<file path="src/rtl/alu_issue_stage.sv">
// Single-slot operand issue/retire stage in front of a combinational ALU, owning the register file.
// Latency: 1 cycle accept->out_valid; backpressure: out_ready=0 holds the slot and drops in_ready.
module alu_issue_stage #(
    parameter int WIDTH = 32,
    parameter int NREGS = 8,
    parameter int RADDR = $clog2(NREGS),
    parameter int CNT_W = 16
) (
    input  logic             clk,
    input  logic             rst_n,
    input  logic             in_valid,
    output logic             in_ready,
    input  logic [2:0]       in_op,
    input  logic [RADDR-1:0] in_rd,
    input  logic [RADDR-1:0] in_rs1,
    input  logic [RADDR-1:0] in_rs2,
    input  logic [WIDTH-1:0] in_imm,
    input  logic             in_use_imm,
    output logic [WIDTH-1:0] alu_a,
    output logic [WIDTH-1:0] alu_b,
    output logic [2:0]       alu_op,
    input  logic [WIDTH-1:0] alu_result,
    input  logic             alu_zero,
    output logic             out_valid,
    input  logic             out_ready,
    output logic [WIDTH-1:0] out_result,
    output logic             out_zero,
    output logic [RADDR-1:0] out_rd,
    input  logic             flush,
    input  logic [RADDR-1:0] dbg_raddr,
    output logic [WIDTH-1:0] dbg_rdata,
    output logic [CNT_W-1:0] retired_cnt
);

    typedef enum logic {
        S_EMPTY = 1'b0,
        S_FULL  = 1'b1
    } slot_state_t;

    slot_state_t      state_q, state_d;
    logic [2:0]       op_q;
    logic [RADDR-1:0] rd_q, rs1_q, rs2_q;
    logic [WIDTH-1:0] imm_q;
    logic             use_imm_q;
    logic [WIDTH-1:0] regs_q [NREGS];
    logic [CNT_W-1:0] cnt_q;

    logic accept;
    logic retire;

    assign out_valid = (state_q == S_FULL);
    assign in_ready  = !flush && (!out_valid || out_ready);
    assign accept    = in_valid && in_ready;
    assign retire    = out_valid && out_ready && !flush;

    always_comb begin
        state_d = state_q;
        if (flush) begin
            state_d = S_EMPTY;
        end else if (accept) begin
            state_d = S_FULL;
        end else if (retire) begin
            state_d = S_EMPTY;
        end
    end

    // Operands are read from the regfile at execute time, so a value retired
    // on the previous edge is already visible to the dependent instruction.
    always_comb begin
        alu_a  = '0;
        alu_b  = '0;
        alu_op = 3'b000;
        if (state_q == S_FULL) begin
            alu_op = op_q;
            if (rs1_q != '0) begin
                alu_a = regs_q[rs1_q];
            end
            if (use_imm_q) begin
                alu_b = imm_q;
            end else if (rs2_q != '0) begin
                alu_b = regs_q[rs2_q];
            end
        end
    end

    assign out_result  = alu_result;
    assign out_zero    = alu_zero;
    assign out_rd      = rd_q;
    assign dbg_rdata   = (dbg_raddr == '0) ? '0 : regs_q[dbg_raddr];
    assign retired_cnt = cnt_q;

    always_ff @(posedge clk) begin
        if (!rst_n) begin
            state_q <= S_EMPTY;
        end else begin
            state_q <= state_d;
        end
    end

    always_ff @(posedge clk) begin
        if (!rst_n) begin
            op_q      <= '0;
            rd_q      <= '0;
            rs1_q     <= '0;
            rs2_q     <= '0;
            imm_q     <= '0;
            use_imm_q <= 1'b0;
        end else if (accept) begin
            op_q      <= in_op;
            rd_q      <= in_rd;
            rs1_q     <= in_rs1;
            rs2_q     <= in_rs2;
            imm_q     <= in_imm;
            use_imm_q <= in_use_imm;
        end
    end

    always_ff @(posedge clk) begin
        if (!rst_n) begin
            for (int i = 0; i < NREGS; i++) begin
                regs_q[i] <= '0;
            end
        end else if (retire && (rd_q != '0)) begin
            regs_q[rd_q] <= alu_result;
        end
    end

    always_ff @(posedge clk) begin
        if (!rst_n) begin
            cnt_q <= '0;
        end else if (retire) begin
            cnt_q <= cnt_q + 1'b1;
        end
    end

endmodule

</file>
<file path="config.mk">
export PLATFORM = sky130hd
export DESIGN_NAME = alu_issue_stage
export DESIGN_NICKNAME = d
export VERILOG_FILES = /design/src/rtl/alu_issue_stage.sv
export SDC_FILE = /design/constraint.sdc
export NUM_CORES = 1
export LEC_CHECK = 0
export ABC_AREA = 1
export CAP_MARGIN = 20
export CORE_MARGIN = 1.5
export CORE_UTILIZATION = 30
export CTS_BUF_LIST = sky130_fd_sc_hd__clkbuf_2
export CTS_CLUSTER_DIAMETER = 80
export DETAILED_ROUTE_END_ITERATION = 8
export HOLD_SLACK_MARGIN = 0.02
export REMOVE_ABC_BUFFERS = 1
export SYNTH_ARGS = -nofsm -noshare
export SYNTH_HDL_FRONTEND = slang
export SYNTH_SLANG_ARGS = --single-unit
</file>
<file path="constraint.sdc">
create_clock -name clk -period 2.8 [get_ports clk]
set_input_delay 0.56 -clock clk [delete_from_list [all_inputs] [get_ports clk]]
set_output_delay 0.56 -clock clk [all_outputs]
set_load 0.005 [all_outputs]
</file>
---- After elaboration in Yosys (flattened, before gate mapping) ----
Memory sizes are Yosys's and may differ from the RTL's. A register that Yosys moved wholly into a read port is not among the register bits.
Index checks and enable logic that the tools add are counted.
operators by class
  bitwise operators ....................... 1
  add/sub/neg operators ................... 1
  reductions and logical operators ........ 15
  multiplexer cells ....................... 20
operators by type and width
  kind                   number
  $mux 32                7
  $reduce_or 32->1       1
  $mux 3                 6
  $add 16x1->16 const B  1
  $reduce_bool 3->1      3
  $mux 1                 7
  $logic_and 1x1->1      5
  $logic_not 3->1        1
  $logic_not 1->1        2
  $reduce_bool 2->1      1
  $reduce_or 2->1        1
  $logic_or 1x1->1       1
  $not 1->1              1
word-level totals
  memories kept ........................... 1
  output and inout port bits .............. 153
  logic and storage cells ................. 46
  RAM bits ................................ 256
  flip-flop bits (word level) ............. 62
memory list
  name    words  width  rd ports  clocked after Yosys merged registers in  write ports  RTL line  RTL
  regs_q  8      32     3         2                                        8            45        logic [WIDTH-1:0] regs_q [NREGS];

---- Depth between registers and ports, before layout ----
  depth after elaboration ................. 8
  mapped depth ............................ 9
  mapped depth without buffers ............ 8

---- Worst setup path after synthesis ----
No wires, ideal clock.
  path type ............................... in2reg
  start ................................... in out_ready
  end ..................................... mem regs_q[5][0] (enable)
  stages on the path ...................... 7
  arrival ................................. 2.059 ns
  path slack .............................. 0.352 ns
  data required time ...................... 2.411 ns
  cell sequence ........................... nand2_2 -> nor2_4 -> nand3_2 -> nor2_8 -> nand2_4 -> buf_6 -> nand2_1
RTL lines
  what                RTL line  RTL
  start: declaration  25        input logic out_ready,
  end: declaration    45

==> impl_metrics.csv <==
group,metric,value,unit
timing,timing.slew.headroom,55.7,%
drt,drt_first_pass_iters,6,
die,die_area,66200,um2
drt,wl_per_cell,21.0,um
yosys,synthCells,2633,
clock_tree,root_buffer,"clkbuf_2",
pwr,p_leak,10.6,nW
global_routing,grt_first_pass_wirelength,117,mm
die,rows,93,
clock_tree,cts.sinks,324,
setup_path,crit_arrival,2.69,ns
global_routing,antenna_found_initial,2,
yosys,yosysSeqAreaShare,46.7,%
clock_tree,cts_buffers,88,
yosys,yosysWarnings,0,
job,drv_cap,0,
final_layout,multiInputGateArea,9690,um2
die,dieWidth,257,um
pwr,design_power_total,0.0122,W
die,die_h,257,um
timing,finalHoldViolations,0,
final_layout,mostFrequentLayoutCell,"nand2_1",
timing,setup_viol,66,
setup_path,crit_path_end_kind,"output pin",
drt,finalWirelength,82.3,mm
setup_path,worstPathMaxFanout,7,
yosys,synth_top_area_share,39.6,%
final_layout,design_area,26600,um2
timing,fin_ws,-0.449,ns
timing,rsz0062_at_grt,"true",
yosys,synth_edf_count,256,
drt,ant_nets,0,
setup_path,cp.required,2.24,ns
final_layout,layout-drive-gt1-share,24.0,%
final_layout,final_cell_mix,"nand2_1, nor2_1, edfxtp_1",
timing,fmax,308,MHz
status,status,"finished with violations",
yosys,yosysUniqueCellTypes,29,
clock_tree,h-tree-depth,3,
yosys,ys_async_sr_fraction,0,%
timing,worst_pin_slew,0.664,ns
setup_path,crit_type,"flip-flop to output pin",
place,place_area,23000,um2
final_layout,register_area,9070,um2
drt,vias,20300,
yosys,synth_area_leader_cell,"edfxtp_1",
final_layout,nets,3074,
clock_tree,clk_path_buf_depth,3,
hold_path,hold_class,"input pin to flip-flop",
timing,clock_skew,0.0561,ns
pwr,ir_worst_vdd,0.000264,V
final_layout,fin_util,41.4,%
die,ios,239,
global_routing,grt_overflow,0,
place,post-dp-hpwl,44.7,mm
die,core_area,64100,um2
yosys,ys_ff_latch,324,
global_routing,grt_usage,23.3,%
yosys,ys.flop_type,"edfxtp_1",
yosys,syn_area_per_cell,7.36,um2
global_routing,grt_max_degree,63,
final_layout,syn2layout_area_growth,37.0,%
global_routing,grt_pass1_vias,19300,
drt,remaining_drc_errors,0,
timing,finalMaxSlewViolations,0,
yosys,synth_area,19400,um2
yosys,synth_area_leaders,"edfxtp_1, nand2_1, nor2_1, o21ai_0, dfxtp_1",
timing,fin_crit,3.25,ns
setup_path,critPathLaunchType,"flip-flop",
drt,vias_per_cell,5.19,
clock_tree,cts_tree,"yes",
die,initial_utilization,30.2,%
timing,hold_slack,0.111,ns
final_layout,fill_cells,6441,
drt,drtIter0Drc,2151,
clock_tree,clk_pin_slew,0.10,ns
place,portBuffers,236,
status,violations,"setup timing",
place,gp_congestion,0.843,
pwr,pwr_density_cell,457,nW/um2
clock_tree,insertion_delay,1.09,ns
timing,min_period_over_period,116,%
where the power goes:
part | internal [W] | switching (W) | total (W)
registers | 0.00536 | 0.000129 | 0.00549
logic | 0.00117 | 0.00168 | 0.00285
clock network | 0.00167 | 0.00215 | 0.00381
total | 0.00820 | 0.00395 | 0.0122
worst max-delay path: stages (launching register included):
cell and delay [ns]:
dfxtp_4 0.41, buf_12 0.12, clkbuf_16 0.15, buf_8 0.13, buf_16 0.13, nor2_1 0.04, nor2_1 0.08, nand2_1 0.05
nand3_1 0.08, nand3_1 0.11, a21oi_2 0.20, buf_2 0.14
routing by layer:
layer	routed length, um	global-route usage, %	up-vias
met4	3970	11.2	0
met2	39000	39.5	1058
met1	32700	28.9	9484
li1	-	-	9502
met3	6600	3.53	257
met5	0	0	-
state kept, by name, summed over array words and instances (netlist names), named ones only:
| register | flops |
|---|---|
| rs1_q | 3 |
| retired_cnt | 16 |
| imm_q | 32 |
| out_rd | 3 |
| op_q | 3 |
| rs2_q | 3 |
| out_valid | 1 |
| regs_q | 256 |
| use_imm_q | 1 |
cell families after synthesis:
| kind of cell | synth area share, % |
|---|---|
| flip-flops | 46.7 |
| AO/OA/AOI/OAI | 16.4 |
| AND/OR/NAND/NOR | 27.3 |
| XOR/XNOR | 0.0452 |
| buffers and inverters | 9.50 |
| other | 0.0193 |
| adder cells (fa/ha/maj) | 0.0645 |
worst paths after layout:
kind                               start                      to  slack [ns]  cells past startpoint
setup / recovery               flip-flop                alu_b[6]       -0.45                     11
setup reg to reg  out_valid$_SDFFE_PP0P_    op_q[1]$_SDFFE_PN0P_        0.72                      9
hold / removal                 in_imm[6]   imm_q[6]$_SDFFE_PN0P_        0.11                      3
hold reg to reg   imm_q[18]$_SDFFE_PN0P_  imm_q[18]$_SDFFE_PN0P_        0.47                      2
Yosys cell counts (4+ instances only):
library cell  count
buf_6            21
clkbuf_1        124
edfxtp_1        256
nor2_1          542
nand4_1           4
nand2_1         549
o211ai_1         96
nand2_2           4
inv_1           164
nand2_4           4
o21ai_0         273
dfxtp_1          68
buf_1            20
buf_4            33
buf_2            38
a21oi_1         213
nand3_1         209
stage by stage:
stage	setup slack [ns]	cells	setup TNS [ns]
finish	-0.449	3914	-20.74
global route	-0.570	3914	-28.84
floorplan	-3.94	2428	-302.81
CTS	-0.848	3885	-35.00
detailed placement	0.0165	3612	0
global placement	0.0318	3612	0
what timing repair did:
| action | CTS | global route |
|---|---|---|
| gates cloned | 14 | 18 |
| buffers inserted | 78 | 27 |
| hold buffers | 24 | 0 |
| endpoints found under the hold margin | 28 | 0 |
| pin swaps | 114 | 153 |
| setup endpoints to repair | 100 | 85 |
| gates resized for setup | 588 | 284 |
area by class of cell:
class	count	area share, %
multi-input cells	1937	36.5
repair buffers	469	19.6
clock inverters	23	0.749
flip-flops and latches	324	34.1
clock buffers	138	2.60
inverters	167	2.43
diodes	1	0.00942
well taps	855	4.03
No activity file was read; power rests on OpenSTA's default activity.
